--- src/rtl/dcm_ps_pkg.sv ---
// Shared types and helpers for the DCM variable-phase-shift responder.
// Holds the FSM encoding, default sizing constants and the saturating offset step.
package dcm_ps_pkg;

  typedef enum logic [1:0] {
    ST_IDLE = 2'd0,
    ST_WAIT = 2'd1,
    ST_DONE = 2'd2
  } ps_state_t;

  localparam int PS_WIDTH_D   = 9;
  localparam int PS_MAX_D     = 255;
  localparam int PS_LATENCY_D = 4;
  localparam int PS_CALC_W    = 32;

  // Packed so a caller can cast the result down to {offset[W-1:0], ovf}.
  typedef struct packed {
    logic signed [PS_CALC_W-1:0] offset;
    logic                        ovf;
  } ps_step_t;

  // One increment/decrement of the phase offset, clamped to +/-max.
  function automatic ps_step_t ps_sat_step(input int offset, input logic dir, input int max);
    ps_step_t res;
    res.offset = offset;
    res.ovf    = 1'b0;
    if (dir) begin
      if (offset < max) res.offset = offset + 1;
      else              res.ovf    = 1'b1;
    end else begin
      if (offset > -max) res.offset = offset - 1;
      else               res.ovf    = 1'b1;
    end
    return res;
  endfunction

endpackage

--- src/rtl/dcm_ps_responder.sv ---
// DCM-side emulation of the PSEN/PSINCDEC/PSDONE handshake with a saturating
// signed phase-offset register; lives in the clkin domain.
module dcm_ps_responder
  import dcm_ps_pkg::*;
#(
  parameter int PS_WIDTH   = PS_WIDTH_D,
  parameter int PS_MAX     = PS_MAX_D,
  parameter int PS_LATENCY = PS_LATENCY_D
) (
  input  logic                       clkin,
  input  logic                       rst,
  input  logic                       locked,
  input  logic                       psen,
  input  logic                       psincdec,
  output logic                       psdone,
  output logic signed [PS_WIDTH-1:0] phase_offset,
  output logic                       ps_overflow,
  output logic                       ps_busy,
  output logic                       proto_err
);

  ps_state_t                 r_state;
  ps_state_t                 w_state_nxt;
  logic [7:0]                r_cnt;
  logic                      r_dir;
  logic signed [PS_WIDTH-1:0] r_offset;
  logic                      r_ovf;
  logic                      r_proto_err;

  logic                      w_accept;
  logic                      w_dir;
  logic signed [PS_WIDTH-1:0] w_next_offset;
  logic                      w_next_ovf;

  // NOTE: every always_comb output gets a default first so no path can infer a latch.
  always_comb begin
    w_state_nxt = r_state;
    w_accept    = 1'b0;
    case (r_state)
      ST_IDLE: begin
        if (psen && locked) begin
          w_accept    = 1'b1;
          w_state_nxt = (PS_LATENCY == 1) ? ST_DONE : ST_WAIT;
        end
      end
      ST_WAIT: if (r_cnt == 8'd1) w_state_nxt = ST_DONE;
      ST_DONE: w_state_nxt = ST_IDLE;
      default: w_state_nxt = ST_IDLE;
    endcase
  end

  // NOTE: sequential state uses non-blocking assignments so all registers see pre-edge values.
  always_ff @(posedge clkin) begin
    if (rst) r_state <= ST_IDLE;
    else     r_state <= w_state_nxt;
  end

  // With PS_LATENCY=1 the direction is consumed on the accept edge itself.
  assign w_dir = w_accept ? psincdec : r_dir;

  always_comb begin
    {w_next_offset, w_next_ovf} = (PS_WIDTH + 1)'(ps_sat_step(int'(r_offset), w_dir, PS_MAX));
  end

  always_ff @(posedge clkin) begin
    if (rst) begin
      r_cnt       <= 8'd0;
      r_dir       <= 1'b0;
      r_offset    <= '0;
      r_ovf       <= 1'b0;
      r_proto_err <= 1'b0;
    end else begin
      r_proto_err <= psen && locked && (r_state != ST_IDLE);
      if (w_accept) begin
        r_dir <= psincdec;
        r_cnt <= 8'(PS_LATENCY - 1);
      end else if (r_state == ST_WAIT) begin
        r_cnt <= r_cnt - 8'd1;
      end
      // Offset commits on the edge entering DONE so it is visible alongside psdone.
      if (w_state_nxt == ST_DONE) begin
        r_offset <= w_next_offset;
        r_ovf    <= w_next_ovf;
      end
    end
  end

  assign psdone       = (r_state == ST_DONE);
  assign ps_busy      = (r_state != ST_IDLE);
  assign phase_offset = r_offset;
  assign ps_overflow  = r_ovf;
  assign proto_err    = r_proto_err;

endmodule

--- config.mk ---
export PLATFORM = sky130hd
export DESIGN_NAME = dcm_ps_responder
export DESIGN_NICKNAME = d
export VERILOG_FILES = /design/src/rtl/dcm_ps_pkg.sv /design/src/rtl/dcm_ps_responder.sv
export SDC_FILE = /design/constraint.sdc
export NUM_CORES = 1
export LEC_CHECK = 0
export ABC_AREA = 1
export ABC_CLOCK_PERIOD_IN_PS = 2300
export CAP_MARGIN = 40
export CORE_MARGIN = 2
export CORE_UTILIZATION = 50
export CTS_CLUSTER_SIZE = 10
export DETAILED_ROUTE_END_ITERATION = 8
export GPL_TIMING_DRIVEN = 1
export PLACE_DENSITY = 0.73
export SYNTH_ARGS = -nofsm -noshare
export SYNTH_HDL_FRONTEND = slang
export SYNTH_SLANG_ARGS = --single-unit
--- constraint.sdc ---
create_clock -name clkin -period 2.3 [get_ports clkin]
set_clock_uncertainty 0.05 [all_clocks]
set_input_delay 0.46 -clock clkin [delete_from_list [all_inputs] [get_ports clkin]]
set_output_delay 0.46 -clock clkin [all_outputs]
set_load 0.1 [all_outputs]
* Word-level counts from Yosys, hierarchy flattened *
Cells that the tools add are included.
Widths: inputs -> output; s select.

storage, ports and cells
  register bits = 22
  latch bits = 0
  memory bits (writable) = 0
  memory bits (read-only) = 0
  bits of input ports = 5
  output and inout port bits = 13
  word-level logic and storage cells = 38
  memories kept = 0

operators by class
  add/subtract/negate cells = 3
  multiply operators = 0
  div/mod/pow operators = 0
  order comparisons = 2
  eq/ne operators = 5
  shift-type cells = 0
  mux-type cells = 13
  bitwise gates (word level) = 0
  reductions and logical operators = 8

operators by type and width
  operator             number
  $mux 9               2
  $mux 10              1
  $add 9x2->9 const B  1
  $gt 9x9->1 const B   1
  $lt 9x9->1 const B   1
  $sub 9x2->9 const B  1
  $eq 8x1->1 const B   1
  $mux 2               4
  $sub 8x1->8 const B  1
  $reduce_bool 2->1    3
  $mux 1               5
  $eq 2x2->1 const B   2
  $pmux 2 s2           1
  $reduce_and 3->1     1
  $eq 2x1->1 const B   1
  $logic_and 1x1->1    2
  $logic_not 2->1      1
  $ne 2x1->1 const B   1
  $reduce_or 2->1      1

* Logic depth before layout (Yosys ltp) *
Gate-level depths: netlist of run 1.

  depth after elaboration = 6
  depth in mapped cells = 18
  gate-level depth less buffers = 18

* Worst setup path after synthesis of run 1 *
Ideal clock, no wire load.

  path kind = register -> register
  start = reg r_offset[2] (netlist: phase_offset[2])
  end = reg r_offset[0] (netlist: phase_offset[0])
  setup time = 0.166 ns
  arrival = 2.106 ns
  data required time = 2.084 ns
  path slack = -0.022 ns
  cell stages (with the launch flop) = 8
  path buffers = 0
  period minus slack after synthesis = 2.322 ns
  cells stage by stage = dfxtp_1 inv_1 nor4_1 nand4_4 nand2_4 nor2_4 o21ai_1 a21oi_1

on the way
  word-level cells in the longest chain between the ends = 3
  elaborated cells between the ends (all ways) = 5
  those cells by class = order compare: 2; eq/ne: 1; reduce/logical: 2

ends and longest elaborated chain
  what                                                                     line                                text
  start, declared                                                          dcm_ps_responder.sv:26              logic signed [PS_WIDTH-1:0] r_offset;
  start signal, assigned                                                   dcm_ps_responder.sv:82              r_offset <= w_next_offset;
  $lt 9x9->1 / $gt 9x9->1 (equally long branches)                          dcm_ps_pkg.sv:28, dcm_ps_pkg.sv:31
  $ne 2x1->1 (no source line) / $reduce_bool 2->1 (equally long branches)  -
  $reduce_and 3->1 (no source line) (*)                                    -

Mark *: on every way between the ends. The rest lies on a longest branch, timed or not.
A chain may end at the register's enable or synchronous reset.

* Final worst setup path of run 1 *
  start = in psen
  end = reg r_offset[8] (netlist: phase_offset[8])

on the way
  word-level cells in the longest chain between the ends = 6
  elaborated cells between the ends (all ways) = 11
  those cells by class = eq/ne: 2; mux: 6; reduce/logical: 3

ends and longest elaborated chain
  what                                                                     line                    text
  start, declared                                                          dcm_ps_responder.sv:13  input logic psen,
  $logic_and 1x1->1 (*)                                                    dcm_ps_responder.sv:41  if (psen && locked) begin
  $mux 1                                                                   dcm_ps_responder.sv:41
  $mux 1                                                                   dcm_ps_responder.sv:39  case (r_state)
  $mux 1                                                                   -
  $ne 2x1->1 (no source line) / $reduce_bool 2->1 (equally long branches)  -
  $reduce_and 3->1 (no source line)                                        -

Marked as above.

==> flow_summary.rst, run 1 <==
.. list-table::
   :header-rows: 1

   * - Metric
     - Value
   * - Proportion of synthesized chip area in sequential cells
     - 30.3%
   * - Worst setup EP type
     - flop
   * - Total global-route track usage
     - 23.8%
   * - Primary FF master, synth
     - sky130_fd_sc_hd__dfxtp_1
   * - Shortest period the worst path allows
     - 2100 ps
   * - Fraction of final layout cells sized beyond drive strength 1
     - 24.7%
   * - Setup Crit Path Kind
     - input pin to flop
   * - Final period util
     - 91.2%
   * - P&R area growth vs syn
     - 21.6%
   * - Die width
     - 57.9 um
   * - Worst hold-check path type
     - flop to flop
   * - Maximum frequency from static timing analysis
     - 476 MHz
   * - Crit Reg-Reg Startpoint
     - phase_offset[0]$_SDFFE_PP0P_
   * - Critical path fanouts, max
     - 4
   * - First-pass iteration count of the detailed router
     - 4
   * - Clock H-tree levels
     - 1
   * - Synthesized area
     - 1450 sq um
   * - 1st-iter DRT viols
     - 98
   * - Post-layout util
     - 64.0%
   * - Max Cap Viol
     - 0
   * - Buffer levels on the longest clock path
     - 2
   * - Total leakage power
     - 0.864 nW
   * - Grt ovf
     - 0
   * - Wire length after detailed routing
     - 3.55 mm
   * - Cell with the most instances after synthesis
     - sky130_fd_sc_hd__nand2_1
   * - Height of the die
     - 57.9 um
   * - CP required
     - 2510 ps
   * - Source-to-sink clock delay at the later pin of the worst-skew pair
     - 320 ps
   * - Post-detail-place hpwl
     - 2.73 mm
   * - Number of instances in the synthesized netlist
     - 211
   * - Number of hold buffers added after CTS
     - 0
   * - Layout Nets
     - 252
   * - Worst reg2reg endpoint
     - phase_offset[4]$_SDFFE_PP0P_
   * - Setup repair after global routing missed its margin
     - no
   * - Peak supply drop
     - 389 uV
   * - Clock tree from TritonCTS
     - yes
   * - Number of clock buffers inserted by TritonCTS
     - 3
   * - Number of warnings issued by yosys
     - 0
   * - # diodes
     - 0
   * - Placed cell area
     - 1700 sq um
   * - Synth Area per Inst
     - 6.88 sq um
   * - Cell type with the largest total area after synthesis
     - sky130_fd_sc_hd__dfxtp_1
   * - Minimum setup slack among reg-to-reg paths
     - 350 ps
   * - Via density
     - 5.35
   * - Effective utilization at floorplan
     - 52.6%
   * - Outcome
     - completed
   * - Leading cell types by count after synthesis
     - sky130_fd_sc_hd__nand2_1 (48), sky130_fd_sc_hd__inv_1 (31), sky130_fd_sc_hd__dfxtp_1 (22), sky130_fd_sc_hd__nand3_1 (18), sky130_fd_sc_hd__nor2_1 (18)
   * - Register cell area after layout
     - 443 sq um
   * - Overall via count from detail_route
     - 1466
   * - Distinct cells, synth
     - 31
   * - Worst Reg-to-Reg Cells
     - 7
   * - Max transition margin
     - 56.2%
   * - Synth area leaders
     - sky130_fd_sc_hd__dfxtp_1 (30%), sky130_fd_sc_hd__nand2_1 (12%), sky130_fd_sc_hd__inv_1 (8.0%), sky130_fd_sc_hd__nand3_1 (6.2%), sky130_fd_sc_hd__a21oi_1 (5.2%)
   * - Routability Congestion
     - 0.977
   * - Timing endpoint of the critical path
     - phase_offset[8]$_SDFFE_PP0P_
   * - Placement row count
     - 19
   * - Layout fillers
     - 253
   * - Count of nets left with antenna violations after detail routing
     - 0
   * - Post-synth EDFFs
     - 0
   * - Clock tree root driver cell
     - sky130_fd_sc_hd__clkbuf_4
   * - Net count after synthesis
     - 219
   * - Number of primary I/O pins
     - 18
   * - CP startpoint kind
     - input pin
   * - First-pass GRT wire length
     - 6.16 mm
   * - Critical Path AT
     - 2300 ps
   * - Transition at the pin with the smallest max-transition slack
     - 652 ps
   * - Clock-pin slew on the worst setup and hold paths
     - 150 ps
   * - Area used by multi-input combinational logic
     - 867 sq um
   * - Die ar.
     - 3350 sq um
   * - Setup tns final
     - 0 ps
   * - Via count of the first global-routing pass
     - 1377
   * - Pin count of the biggest net entering global routing
     - 14
   * - Total non-filler cell area in the finished layout
     - 1760 sq um
   * - Setup violation total in the final timing report
     - 0
   * - Fin. max-slew vios
     - 0
   * - Wire length per cell after detailed routing
     - 13.0 um
   * - Number of buffers added on ports
     - 17
   * - Area share of the largest cell type after synthesis
     - 30.3%
   * - Synthesized flop and latch total
     - 22
   * - Fin. Hold Viols
     - 0
   * - Number of antenna violations at the first check in global routing
     - 0
   * - Power per cell area
     - 604 nW/um^2
   * - Fraction of synthesis flops using an asynchronous set or reset pin
     - 0%
   * - Final routed DRC violation total
     - 0
   * - Core Box Area
     - 2760 sq um
   * - Number of sinks on the clock net
     - 22
   * - Worst setup path startpoint
     - psen
## worst min-delay path by stage
stage                          start                    end  slack, ps  cells after the start
6_report       r_cnt[3]$_SDFFE_PP0P_  r_cnt[3]$_SDFFE_PP0P_        430                      2
3_5_place_dp   r_cnt[3]$_SDFFE_PP0P_  r_cnt[3]$_SDFFE_PP0P_        420                      2
4_1_cts        r_cnt[3]$_SDFFE_PP0P_  r_cnt[3]$_SDFFE_PP0P_        440                      2
2_1_floorplan  r_cnt[3]$_SDFFE_PP0P_  r_cnt[3]$_SDFFE_PP0P_        390                      2
3_3_place_gp   r_cnt[3]$_SDFFE_PP0P_  r_cnt[3]$_SDFFE_PP0P_        400                      2
5_1_grt        r_cnt[3]$_SDFFE_PP0P_  r_cnt[3]$_SDFFE_PP0P_        450                      2
## worst max-delay path: stages
cell and delay (ps):
sky130_fd_sc_hd__clkdlybuf4s50_1 450, sky130_fd_sc_hd__nand2_1 70, sky130_fd_sc_hd__inv_2 100, sky130_fd_sc_hd__nand2_4 70, sky130_fd_sc_hd__nand2_2 100, sky130_fd_sc_hd__nand3_1 100, sky130_fd_sc_hd__nand2_1 90, sky130_fd_sc_hd__inv_2 40
sky130_fd_sc_hd__ha_1 180, sky130_fd_sc_hd__inv_1 70, sky130_fd_sc_hd__nand2_2 70, sky130_fd_sc_hd__nand2_1 80, sky130_fd_sc_hd__nand2_2 60, sky130_fd_sc_hd__nand2_1 90, sky130_fd_sc_hd__nand3_1 80, sky130_fd_sc_hd__nand2_1 90
sky130_fd_sc_hd__nor2_1 40, sky130_fd_sc_hd__nor2_1 90
## layer usage
layer  vias up  global-route usage, %  wire length, um
met3         8                   4.24              177
met5         -                      0                0
li1        745                      -                -
met4         0                   7.31               41
met1       672                   30.3             1590
met2        41                   40.9             1740
## what timing repair did
item | CTS | global route
gates resized for setup | 0 | 2
endpoints found under the setup margin | 0 | 3
setup buffers | 0 | 1
## through the flow
step | instances | hold WS [ps] | power, mW | setup slack (ps)
after floorplan | 211 | 389 | 0.671 | 21.1
after global routing | 274 | 454 | 1.13 | 5.37
after detailed placement | 269 | 418 | 0.757 | -191
after global placement | 269 | 397 | 0.747 | -100
after CTS | 273 | 437 | 1.07 | 129
final | 274 | 434 | 1.07 | 201
## flip-flops by register name (all words and copies together), names as in the netlist
| name | flops |
|---|---|
| ps_overflow | 1 |
| phase_offset | 9 |
| r_cnt | 8 |
| proto_err | 1 |
| r_dir | 1 |
| r_state | 2 |
## where the power goes
group	internal [mW]	total, mW	leakage, nW	switching, mW
registers	0.402	0.424	0.180	0.0220
clock network	0.176	0.309	0.0279	0.133
logic	0.115	0.332	0.656	0.217
## placed cells by master, fill, tap and decap left out, types with 5 or more instances in the layout
master / instances
sky130_fd_sc_hd__dfxtp_1: 20
sky130_fd_sc_hd__nor2_1: 18
sky130_fd_sc_hd__a21oi_1: 15
sky130_fd_sc_hd__o21ai_0: 5
sky130_fd_sc_hd__nand2_1: 47
sky130_fd_sc_hd__buf_4: 26
sky130_fd_sc_hd__nand3_1: 18
sky130_fd_sc_hd__nand2_2: 7
sky130_fd_sc_hd__nor3_1: 6
sky130_fd_sc_hd__inv_1: 30
sky130_fd_sc_hd__o21ai_1: 5
## final cells by class
cell class	count	area share, %
Sequential cell	22	25.1
Timing Repair Buffer	30	13.3
Tap cell	31	2.20
Clock inverter	1	1.70
Inverter	34	7.23
Clock buffer	3	1.28
Multi-Input combinational cell	153	49.1
## logic make-up (layout without fill, tap and decap cells)
group	after synthesis	after routing	share of synthesized area, %
XOR/XNOR	4	4	2.41
buffers and inverters	36	68	10.1
AO/OA/AOI/OAI	30	30	11.7
AND/OR/NAND/NOR	116	116	42.8
flip-flops	22	22	30.3
adder cells (fa/ha/maj)	3	3	2.59
Power figures use the tool's default switching activity.
==> run 2, diff against run 1 <==
Settings changed: GPL_TIMING_DRIVEN 1 to default.
==> results of run 2 <==
Final layout, timing and power as in run 1 (identical DEF).
==> run 3, diff against run 2 <==
Settings changed: ABC_CLOCK_PERIOD_IN_PS 2300 to 2700, GPL_TIMING_DRIVEN from default to 0.
Clock period 2.3 ns to 2.7 ns, I/O delays scaled along.
==> run 3 against run 2 <==
Die area is the same. Setup slack gained 110 ps. Count of clock-buffer cells in the layout unchanged. Sequential power down 15%. Sequential share of layout area is 2.0 points lower. First-iteration DRC count fell by 27%. Critical path depth rose by 1. Combinational power shrank 15%. Hold slack lost 3.5 ps. Clock power fell by 17%. Largest power group unchanged. Highest routed layer unchanged.
==> flow_summary.rst, run 3 (synthesized netlist as in run 1, its figures left out) <==
.. list-table::
   :header-rows: 1

   * - Metric
     - Value
   * - Outcome
     - completed
   * - Setup repair after global routing missed its margin
     - no
   * - Area used by multi-input combinational logic
     - 865 sq um (-0.29%)
   * - # diodes
     - 0 (unchanged)
   * - Fraction of final layout cells sized beyond drive strength 1
     - 18.0% (-6.7 points)
   * - Worst hold-check path type
     - flop to flop
   * - Worst setup path startpoint
     - locked
   * - Layout fillers
     - 240 (-5.1%)
   * - Most frequent standard cell in the layout excluding fill and tap cells
     - sky130_fd_sc_hd__nand2_1
   * - Routability Congestion
     - 0.922 (-5.6%)
   * - Worst Reg-to-Reg Cells
     - 17 (+10)
   * - Wire length after detailed routing
     - 3.32 mm (-6.6%)
   * - Count of nets left with antenna violations after detail routing
     - 0 (unchanged)
   * - Number of placed instances, taps included
     - 272 (+1.1%)
   * - Setup tns final
     - 0 ps (unchanged)
   * - Total leakage power
     - 0.881 nW (+1.9%)
   * - Fin. Hold Viols
     - 0 (unchanged)
   * - 1st-iter DRT viols
     - 72 (-27%)
   * - Buffer levels on the longest clock path
     - 2 (unchanged)
   * - CP required
     - 2880 ps (+370 ps)
   * - Power per cell area
     - 471 nW/um^2 (-22%)
   * - Setup violation total in the final timing report
     - 0 (unchanged)
   * - Post-detail-place hpwl
     - 2.66 mm (-2.4%)
   * - Core Box Area
     - 2760 sq um (unchanged)
   * - Pin count of the biggest net entering global routing
     - 14 (unchanged)
   * - Total of cells resized after clock tree synthesis
     - 0 (unchanged)
   * - Peak supply drop
     - 402 uV (+3.5%)
   * - Final period util
     - 88.6%
   * - Number of antenna violations at the first check in global routing
     - 0 (unchanged)
   * - Die width
     - 57.9 um (unchanged)
   * - Number of hold buffers added after CTS
     - 0 (unchanged)
   * - Via count of the first global-routing pass
     - 1347 (-2.2%)
   * - Number of setup buffers added after CTS
     - 0 (unchanged)
   * - Placement row count
     - 19 (unchanged)
   * - Timing endpoint of the critical path
     - phase_offset[8]$_SDFFE_PP0P_
   * - Critical path fanouts, max
     - 6 (+2)
   * - Wire length per cell after detailed routing
     - 12.0 um (-7.2%)
   * - Critical Path AT
     - 2570 ps (+270 ps)
   * - Max Cap Viol
     - 0 (unchanged)
   * - First-pass iteration count of the detailed router
     - 4 (unchanged)
   * - Clock tree from TritonCTS
     - yes
   * - Transition at the pin with the smallest max-transition slack
     - 590 ps (-62.1 ps)
   * - Minimum setup slack among reg-to-reg paths
     - 660 ps (+310 ps)
   * - Final routed DRC violation total
     - 0 (unchanged)
   * - Height of the die
     - 57.9 um (unchanged)
   * - Worst setup EP type
     - flop
   * - Source-to-sink clock delay at the later pin of the worst-skew pair
     - 310 ps (about the same)
   * - Overall via count from detail_route
     - 1427 (-2.7%)
   * - Setup Crit Path Kind
     - input pin to flop
   * - Number of primary I/O pins
     - 18 (unchanged)
   * - Via density
     - 5.17 (-3.4%)
   * - Max transition margin
     - 60.3% (+4.2 points)
   * - Most used cells in the layout excluding fill and tap cells
     - sky130_fd_sc_hd__nand2_1 (48), sky130_fd_sc_hd__inv_1 (31), sky130_fd_sc_hd__dfxtp_1 (22), sky130_fd_sc_hd__nand3_1 (18), sky130_fd_sc_hd__nor2_1 (18)
   * - Clock tree root driver cell
     - sky130_fd_sc_hd__clkbuf_4
   * - P&R area growth vs syn
     - 31.5%
   * - Layout Nets
     - 254 (+0.79%)
   * - Worst reg2reg endpoint
     - phase_offset[8]$_SDFFE_PP0P_
   * - Post-route non-filler standard cell count
     - 276 (+0.73%)
   * - Shortest period the worst path allows
     - 2390 ps
   * - Maximum frequency from static timing analysis
     - 418 MHz
   * - Flip-flop count of the largest register, all copies and words added
     - 9 (unchanged)
   * - Clock-pin slew on the worst setup and hold paths
     - 130 ps (-20 ps)
   * - Number of sinks on the clock net
     - 22 (unchanged)
   * - Fin. max-slew vios
     - 0 (unchanged)
   * - CP startpoint kind
     - input pin
   * - Register cell area after layout
     - 440 sq um (-0.57%)
   * - Clock H-tree levels
     - 1 (unchanged)
   * - Crit Reg-Reg Startpoint
     - r_state[0]$_SDFF_PP0_
   * - Number of clock buffers inserted by TritonCTS
     - 3 (unchanged)
   * - Die ar.
     - 3350 sq um (unchanged)
   * - Total global-route track usage
     - 22.5% (-1.3 points)
   * - First-pass GRT wire length
     - 5.79 mm (-6.0%)
   * - Effective utilization at floorplan
     - 52.6% (unchanged)
   * - Number of buffers added on ports
     - 17 (unchanged)
   * - Grt ovf
     - 0 (unchanged)
## run 3: cell count changes in the layout (fill, tap and decap cells not counted), sizes merged
| cell | previous run | this run |
|---|---|---|
| clkdlybuf4s50 | 4 | 17 |
| buf | 26 | 14 |
| clkbuf | 3 | 4 |
## run 3: how the worst min path moves through the flow
stage | start | endpoint | slack [ps] | depth (start not counted)
detailed placement | r_cnt[3]$_SDFFE_PP0P_ | r_cnt[3]$_SDFFE_PP0P_ | 410 | 2
global placement | r_cnt[3]$_SDFFE_PP0P_ | r_cnt[3]$_SDFFE_PP0P_ | 400 | 2
finish | r_cnt[3]$_SDFFE_PP0P_ | r_cnt[3]$_SDFFE_PP0P_ | 430 | 2
floorplan | r_cnt[3]$_SDFFE_PP0P_ | r_cnt[3]$_SDFFE_PP0P_ | 390 | 2
CTS | r_cnt[3]$_SDFFE_PP0P_ | r_cnt[3]$_SDFFE_PP0P_ | 430 | 2
global route | r_cnt[3]$_SDFFE_PP0P_ | r_cnt[3]$_SDFFE_PP0P_ | 460 | 2
## run 3: layout make-up
cell class              instances  share of cell area (%)
plain buffers                   2                   0.984
clock buffers                   3                    1.18
clock inverters                 1                    1.57
inverters                      34                    6.69
multi-input cells             153                    45.3
flip-flops and latches         22                    23.1
well taps                      31                    2.03
repair buffers                 30                    19.1
## run 3: power breakdown
part | internal, mW | total [mW] | switching [mW]
sequential | 0.342 | 0.361 | 0.0186
clock | 0.150 | 0.256 | 0.106
combinational | 0.101 | 0.282 | 0.181
## run 3: stage by stage
stage | hold slack (ps) | setup slack, ps | total power [mW] | instance area (sq um) | util [%]
final | 431 | 309 | 0.898 | 1910 | 69.2
after global routing | 457 | 53.2 | 0.949 | 1910 | 69.2
after CTS | 432 | 340 | 0.908 | 1910 | 69.2
after detailed placement | 414 | 1.78 | 0.648 | 1860 | 67.3
after global placement | 400 | 54.5 | 0.619 | 1660 | 60.2
after floorplan | 389 | 378 | 0.571 | 1450 | -
## run 3: worst max-delay path: stages
cell and delay (ps):
sky130_fd_sc_hd__clkdlybuf4s50_1 470, sky130_fd_sc_hd__nand2_1 60, sky130_fd_sc_hd__inv_1 150, sky130_fd_sc_hd__nand2_4 110, sky130_fd_sc_hd__nand2_2 110, sky130_fd_sc_hd__nand2_2 120
sky130_fd_sc_hd__nand2_1 80, sky130_fd_sc_hd__nand2_1 60, sky130_fd_sc_hd__inv_2 70, sky130_fd_sc_hd__ha_1 130, sky130_fd_sc_hd__inv_1 30, sky130_fd_sc_hd__nand2_1 120
sky130_fd_sc_hd__nand2_1 90, sky130_fd_sc_hd__nand2_2 80, sky130_fd_sc_hd__nand2_1 90, sky130_fd_sc_hd__nand3_1 80, sky130_fd_sc_hd__nand2_1 50, sky130_fd_sc_hd__nor2_1 90
sky130_fd_sc_hd__nor2_1 40
## run 3: per-layer routing
metal / up-vias / global-route usage, % / wire (um)
met1: 643 / 30.1 / 1570
met2: 32 / 35.4 / 1560
met3: 4 / 3.35 / 137
met5: - / 0 / 0
li1: 748 / - / -
met4: 0 / 11.6 / 53
